<file path="src/rtl/uart_pkg.sv">
// Shared UART definitions: FSM state encoding, framing levels and the
// baud divider calculation used by the receive (and future transmit) path.
package uart_pkg;

  typedef enum logic [2:0] {
    ST_IDLE  = 3'd0,
    ST_START = 3'd1,
    ST_DATA  = 3'd2,
    ST_STOP  = 3'd3,
    ST_BREAK = 3'd4
  } uart_state_e;

  localparam logic START_BIT = 1'b0;
  localparam logic STOP_BIT  = 1'b1;

  // Clocks per oversample tick, truncated, never below one.
  function automatic int calc_div(input int clk_freq, input int baud, input int oversample);
    int div_v;
    div_v = clk_freq / (baud * oversample);
    if (div_v < 1) begin
      div_v = 1;
    end else begin
      div_v = div_v;
    end
    return div_v;
  endfunction

endpackage

</file>
<file path="src/rtl/uart_baud_tick.sv">
// Free-running oversample tick divider with a synchronous restart, shared
// by UART receive and transmit blocks.
module uart_baud_tick #(
  parameter int DIV = 1
) (
  input  logic clk,
  input  logic rst_n,
  input  logic restart,
  output logic tick
);

  localparam int            CW   = (DIV > 1) ? $clog2(DIV) : 1;
  localparam logic [CW-1:0] LAST = CW'(DIV - 1);
  localparam logic [CW-1:0] ONE  = CW'(1);

  logic [CW-1:0] cnt_r;
  logic          tick_r;

  // Divider counter; tick fires for one cycle on each wrap.
  always_ff @(posedge clk or negedge rst_n) begin
    if (!rst_n) begin
      cnt_r  <= '0;
      tick_r <= 1'b0;
    end else if (restart) begin
      cnt_r  <= '0;
      tick_r <= 1'b0;
    end else if (cnt_r == LAST) begin
      cnt_r  <= '0;
      tick_r <= 1'b1;
    end else begin
      cnt_r  <= cnt_r + ONE;
      tick_r <= 1'b0;
    end
  end

  assign tick = tick_r;

endmodule

</file>
<file path="src/rtl/uart_rx_byte.sv">
// UART receiver: synchronizes RxWire, decodes 8N1 frames with oversampling,
// and presents bytes through a one-deep valid/ack buffer with error flags.
module uart_rx_byte
  import uart_pkg::*;
#(
  parameter int CLK_FREQ   = 50000000,
  parameter int BAUD       = 115200,
  parameter int OVERSAMPLE = 16,
  parameter int DATA_BITS  = 8
) (
  input  logic                 Clk,
  input  logic                 ResetN,
  input  logic                 RxWire,
  output logic [DATA_BITS-1:0] Data,
  output logic                 DataValid,
  input  logic                 DataAck,
  output logic                 FramingError,
  output logic                 Overrun,
  output logic                 Busy
);

  localparam int DIV = calc_div(CLK_FREQ, BAUD, OVERSAMPLE);
  localparam int TW  = $clog2(OVERSAMPLE);
  localparam int BW  = $clog2(DATA_BITS + 1);

  localparam logic [TW-1:0] HALF_M1  = TW'(OVERSAMPLE / 2 - 1);
  localparam logic [TW-1:0] FULL_M1  = TW'(OVERSAMPLE - 1);
  localparam logic [TW-1:0] T_ONE    = TW'(1);
  localparam logic [BW-1:0] LAST_BIT = BW'(DATA_BITS - 1);
  localparam logic [BW-1:0] B_ONE    = BW'(1);

  logic                 sync1_r, sync2_r, rx_s;
  uart_state_e          state_r, state_nxt_s;
  logic                 tick_s;
  logic [TW-1:0]        tick_cnt_r;
  logic [BW-1:0]        bit_cnt_r;
  logic [DATA_BITS-1:0] shift_r;
  logic                 half_done_s, full_done_s;
  logic                 restart_s, cnt_clr_s, bit_clr_s, shift_en_s;
  logic                 stop_ok_s, stop_fail_s;
  logic                 deliver_r;
  logic [DATA_BITS-1:0] data_r;
  logic                 valid_r, fe_r, ovr_r, busy_r;

  // Two-flop synchronizer; resets to the idle level so no false start appears.
  always_ff @(posedge Clk or negedge ResetN) begin
    if (!ResetN) begin
      sync1_r <= 1'b1;
      sync2_r <= 1'b1;
    end else begin
      sync1_r <= RxWire;
      sync2_r <= sync1_r;
    end
  end
  assign rx_s = sync2_r;

  uart_baud_tick #(.DIV(DIV)) u_tick (
    .clk     (Clk),
    .rst_n   (ResetN),
    .restart (restart_s),
    .tick    (tick_s)
  );

  assign half_done_s = tick_s && (tick_cnt_r == HALF_M1);
  assign full_done_s = tick_s && (tick_cnt_r == FULL_M1);

  always_ff @(posedge Clk or negedge ResetN) begin
    if (!ResetN) begin
      state_r <= ST_IDLE;
    end else begin
      state_r <= state_nxt_s;
    end
  end

  always_comb begin
    state_nxt_s = state_r;
    case (state_r)
      ST_IDLE: begin
        if (rx_s == START_BIT) state_nxt_s = ST_START;
        else                   state_nxt_s = ST_IDLE;
      end
      ST_START: begin
        if (half_done_s) state_nxt_s = (rx_s == START_BIT) ? ST_DATA : ST_IDLE;
        else             state_nxt_s = ST_START;
      end
      ST_DATA: begin
        if (full_done_s && (bit_cnt_r == LAST_BIT)) state_nxt_s = ST_STOP;
        else                                        state_nxt_s = ST_DATA;
      end
      ST_STOP: begin
        if (full_done_s) state_nxt_s = (rx_s == STOP_BIT) ? ST_IDLE : ST_BREAK;
        else             state_nxt_s = ST_STOP;
      end
      ST_BREAK: begin
        if (rx_s == STOP_BIT) state_nxt_s = ST_IDLE;
        else                  state_nxt_s = ST_BREAK;
      end
      default: state_nxt_s = ST_IDLE;
    endcase
  end

  // Per-state strobes controlling the counters, shifter and delivery.
  always_comb begin
    restart_s   = 1'b0;
    cnt_clr_s   = 1'b0;
    bit_clr_s   = 1'b0;
    shift_en_s  = 1'b0;
    stop_ok_s   = 1'b0;
    stop_fail_s = 1'b0;
    case (state_r)
      ST_IDLE: begin
        restart_s = (rx_s == START_BIT);
        cnt_clr_s = 1'b1;
        bit_clr_s = 1'b1;
      end
      ST_START: begin
        cnt_clr_s = half_done_s;
        bit_clr_s = half_done_s;
      end
      ST_DATA: begin
        cnt_clr_s  = full_done_s;
        shift_en_s = full_done_s;
      end
      ST_STOP: begin
        stop_ok_s   = full_done_s && (rx_s == STOP_BIT);
        stop_fail_s = full_done_s && (rx_s != STOP_BIT);
      end
      ST_BREAK: begin
        cnt_clr_s = 1'b1;
      end
      default: begin
        cnt_clr_s = 1'b1;
        bit_clr_s = 1'b1;
      end
    endcase
  end

  always_ff @(posedge Clk or negedge ResetN) begin
    if (!ResetN) begin
      tick_cnt_r <= '0;
      bit_cnt_r  <= '0;
      shift_r    <= '0;
    end else begin
      if (cnt_clr_s)   tick_cnt_r <= '0;
      else if (tick_s) tick_cnt_r <= tick_cnt_r + T_ONE;
      else             tick_cnt_r <= tick_cnt_r;
      if (bit_clr_s)       bit_cnt_r <= '0;
      else if (shift_en_s) bit_cnt_r <= bit_cnt_r + B_ONE;
      else                 bit_cnt_r <= bit_cnt_r;
      // LSB arrives first, so each new bit enters at the top and moves down.
      if (shift_en_s) shift_r <= {rx_s, shift_r[DATA_BITS-1:1]};
      else            shift_r <= shift_r;
    end
  end

  // Output buffer: a delivered byte may replace an unread one only when it is acked in the same cycle.
  always_ff @(posedge Clk or negedge ResetN) begin
    if (!ResetN) begin
      deliver_r <= 1'b0;
      data_r    <= '0;
      valid_r   <= 1'b0;
      fe_r      <= 1'b0;
      ovr_r     <= 1'b0;
      busy_r    <= 1'b0;
    end else begin
      deliver_r <= stop_ok_s;
      fe_r      <= stop_fail_s;
      busy_r    <= (state_nxt_s != ST_IDLE);
      if (deliver_r) begin
        if (!valid_r) begin
          data_r  <= shift_r;
          valid_r <= 1'b1;
        end else if (DataAck) begin
          data_r  <= shift_r;
          valid_r <= 1'b1;
          ovr_r   <= 1'b0;
        end else begin
          ovr_r   <= 1'b1;
        end
      end else if (DataAck && valid_r) begin
        valid_r <= 1'b0;
        ovr_r   <= 1'b0;
      end else begin
        valid_r <= valid_r;
      end
    end
  end

  assign Data         = data_r;
  assign DataValid    = valid_r;
  assign FramingError = fe_r;
  assign Overrun      = ovr_r;
  assign Busy         = busy_r;

endmodule

</file>
<file path="config.mk">
export PLATFORM = sky130hd
export DESIGN_NAME = uart_rx_byte
export DESIGN_NICKNAME = d
export VERILOG_FILES = /design/src/rtl/uart_pkg.sv /design/src/rtl/uart_baud_tick.sv /design/src/rtl/uart_rx_byte.sv
export SDC_FILE = /design/constraint.sdc
export NUM_CORES = 1
export LEC_CHECK = 0
export BUFFER_PORTS_ARGS = -buffer_cell sky130_fd_sc_hd__buf_2
export CAP_MARGIN = 20
export CORE_MARGIN = 10
export CORE_UTILIZATION = 55
export CTS_BUF_LIST = sky130_fd_sc_hd__clkbuf_4 sky130_fd_sc_hd__clkbuf_8 sky130_fd_sc_hd__clkbuf_16
export CTS_CLUSTER_DIAMETER = 40
export DETAILED_ROUTE_END_ITERATION = 8
export PLACE_DENSITY = 0.82
export SETUP_SLACK_MARGIN = 0.02
export SYNTH_ARGS = -nofsm -noshare
export SYNTH_HDL_FRONTEND = slang
export SYNTH_SLANG_ARGS = --single-unit
export TNS_END_PERCENT = 5
</file>
<file path="constraint.sdc">
create_clock -name Clk -period 3.1 [get_ports Clk]
set_input_delay 0 -clock Clk [delete_from_list [all_inputs] [get_ports Clk]]
set_output_delay 0 -clock Clk [all_outputs]
set_load 0.03 [all_outputs]
</file>
==> key figures <==
Status
  • Status: finished, final reports clean

Cells and area
  • # diodes: 0
  • Final Util: 0.639
  • Share of cells above drive strength 1: 0.245
  • Synthesis-to-layout area growth: 11.2%
  • Fill count: roughly 240
  • # nets final: 170
  • Seq. cell area: ~1000 um2
  • Footprint of the multi-input gates: about 690 um2

Power
  • Peak VDD IR: between 200 and 300 uV
  • PwrDens: around 450 nW/um2
  • Leak: roughly 0.96 nW

Logic synthesis
  • Synthesized Nets: around 150
  • Dominant cell by count in the synthesized netlist: dfrtp_1
  • Number of synthesized flops with an enable pin: 0
  • Synthesis Warnings: 0
  • Predominant post-synthesis flop cell: dfrtp_1
  • Post-synth ARST share: 1.00
  • #FFs+latches synth: 40
  • Synthesized area per cell: 12.2 um2
  • Top-area cell type share of the netlist area: 0.542
  • Yosys cell types: 38
  • Gate Count Post-Synth: around 140
  • Most area-hungry cell type in the Yosys netlist: dfrtp_1
  • Register area share after synthesis: 0.572
  • Most frequent cells after synthesis: dfrtp_1 (38), nor2_1 (10), a21oi_1 (8), mux2_2 (8), mux2_4 (7)
  • Syn Std Cell Area: 1760 um2
  • Top post-synthesis cells by area: dfrtp_1 (54%), mux2_4 (6.0%), mux2_2 (5.1%)

STA
  • Final setup viols: 0
  • Final period util: 0.632
  • Unrepaired setup endpoints after global routing: false
  • TNS Setup: 0 ns
  • Slew HR: 0.446
  • Final Max Tran Viols: 0
  • Max Fclk: 511 MHz
  • Final min period: around 2 ns
  • Final Hold Fails: 0
  • Final Skew: approximately 0.0099 ns
  • Worst-Margin Slew: 0.831 ns

Route
  • Remaining antenna violation count: 0
  • Final WL: 2990 um
  • Drt initial violations: 71
  • DRC: 0
  • Vias: 1,128
  • First drt pass iteration count: 4
  • DR WL/cell: 14.4 um
  • Vias per cell: 5.45

Clock network
  • CTS max path bufs: 2
  • H-tree levels: 2
  • CTS resizes: 0
  • CTS clk-pin slew, worst paths: between 0.1 and 0.15 ns
  • Cts bufs inserted: 5
  • CTS tree: done
  • Root Buffer Master: clkbuf_4
  • Clock sinks: 40
  • Clock latency at the later pin of the worst-skew pair: 0.35 ns

Global route
  • First-pass GRT wire length: around 5400 um
  • GRT overflow: 0
  • Largest net degree at the start of global routing: 41
  • Number of global-route vias before repair: 1,146
  • Initial antenna violation count: 0
  • Total GRT Usage: 0.113

Critical path
  • Buf/Inv on CP: 0
  • CP delay by family, top: simple AND/OR/NAND/NOR gates
  • Crit path cell chain: or3b_1 -> or2_1 -> mux2_4
  • CP Capture Type: register
  • CP max stage delay: 0.56 ns
  • Data arrival, critical path: 2.20 ns
  • Slowest cell on crit path: dfrtp_1
  • Crit path kind: reg2reg
  • Worst setup SP type: register
  • Req. time, crit path: 3.34 ns
  • CP max FO: 12

Placement
  • IO Port Bufs: 15
  • Post-DP HPWL: 2180 um
  • Global placer's final weighted congestion: 0.875

Floorplan
  • I/O pin cnt: 16
  • Die area: 5850 um2
  • Die Ht: 76.5 um
  • Initial Util: 0.575
  • Die Span X: between 70 and 80 um
  • Core footprint: between 3000 and 4000 um2
  • Site Rows: 20

Job
  • Max Cap Viol: 0

Worst hold path
  • Min-delay worst type: in2async
## routing by layer
metal  track usage  up-vias  part of all wire
met1         0.129      550              0.42
met2         0.174       21              0.50
li1              -      548                 -
met4        0.0595        0             0.025
met5             0        -                 0
met3        0.0483        9             0.056
## stage by stage
step	total power [W]	setup slack [ns]	instances	hold WS (ns)	area, um2
detailed placement	0.000548	1.16	196	0.108	1840
global route	0.000921	1.01	207	0.297	1950
finish	0.000881	1.14	207	0.277	1950
floorplan	0.000536	1.38	144	-0.296	1760
global placement	0.000547	1.24	196	0.107	1840
CTS	0.000893	1.15	207	0.281	1950
## cells by family after synthesis
logic type,count (synthesis),synth area share
simple gates,43,0.135
flops,40,0.572
compound gates,22,0.0770
mux,16,0.117
buf+inv,12,0.0356
xor+xnor,7,0.0349
fa+ha+maj,4,0.0285
## cells in the final DEF (no fill, tap or decap), types with 2 or more instances in the layout
master	instances
dfrtp_1	38
buf_2	15
nor2_1	10
a21oi_1	8
mux2_2	8
mux2_4	7
clkbuf_4	6
inv_1	5
nand2_1	5
nand3_1	5
xor2_1	5
o21ai_0	5
or4_1	4
nor3_1	4
ha_1	4
nand4_1	3
dlygate4sd3_1	3
nand4b_1	2
xnor2_1	2
o31ai_1	2
nand2b_1	2
dfstp_2	2
## cell type report
| class | count | share of cell area |
|---|---|---|
| Sequential cell | 40 | 0.514 |
| Multi-Input combinational cell | 92 | 0.353 |
| Timing Repair Buffer | 18 | 0.0538 |
| Tap cell | 44 | 0.0282 |
| Clock buffer | 6 | 0.0231 |
| Clock inverter | 2 | 0.0179 |
| Inverter | 5 | 0.00962 |
## final timing paths
check                           slack (ns)  startpoint             to  cells past startpoint
worst max-delay path                  1.14  state_r[1]     shift_r[0]                      3
worst min-delay path                  0.28      ResetN        Data[0]                      2
worst max register to register        1.14  state_r[1]     shift_r[0]                      3
worst min register to register        0.36     sync1_r           rx_s                      0
max in group asynchronous             2.30      ResetN  tick_cnt_r[0]                      2
min in group Clk                      0.30      RxWire        sync1_r                      2
## flip-flops by register name, indices dropped and copies added (netlist names)
register      flops
deliver_r         1
Overrun           1
bit_cnt_r         4
tick_cnt_r        4
rx_s              1
Busy              1
FramingError      1
u_tick.cnt_r      5
shift_r           8
sync1_r           1
u_tick.tick       1
DataValid         1
Data              8
state_r           3
## timing repair
item | in CTS | in global routing
hold endpoints to repair | 41 | 0
hold buffers | 3 | 0
buffers inserted | 0 | 0
## power breakdown
part / total, W / internal (W) / leakage [nW] / switching, W
logic: 0.0000147 / 0.00000409 / 0.393 / 0.0000106
clock network: 0.000341 / 0.000178 / 0.0456 / 0.000163
registers: 0.000525 / 0.000524 / 0.517 / 0.00000104
(Power assumes the default switching activity.)
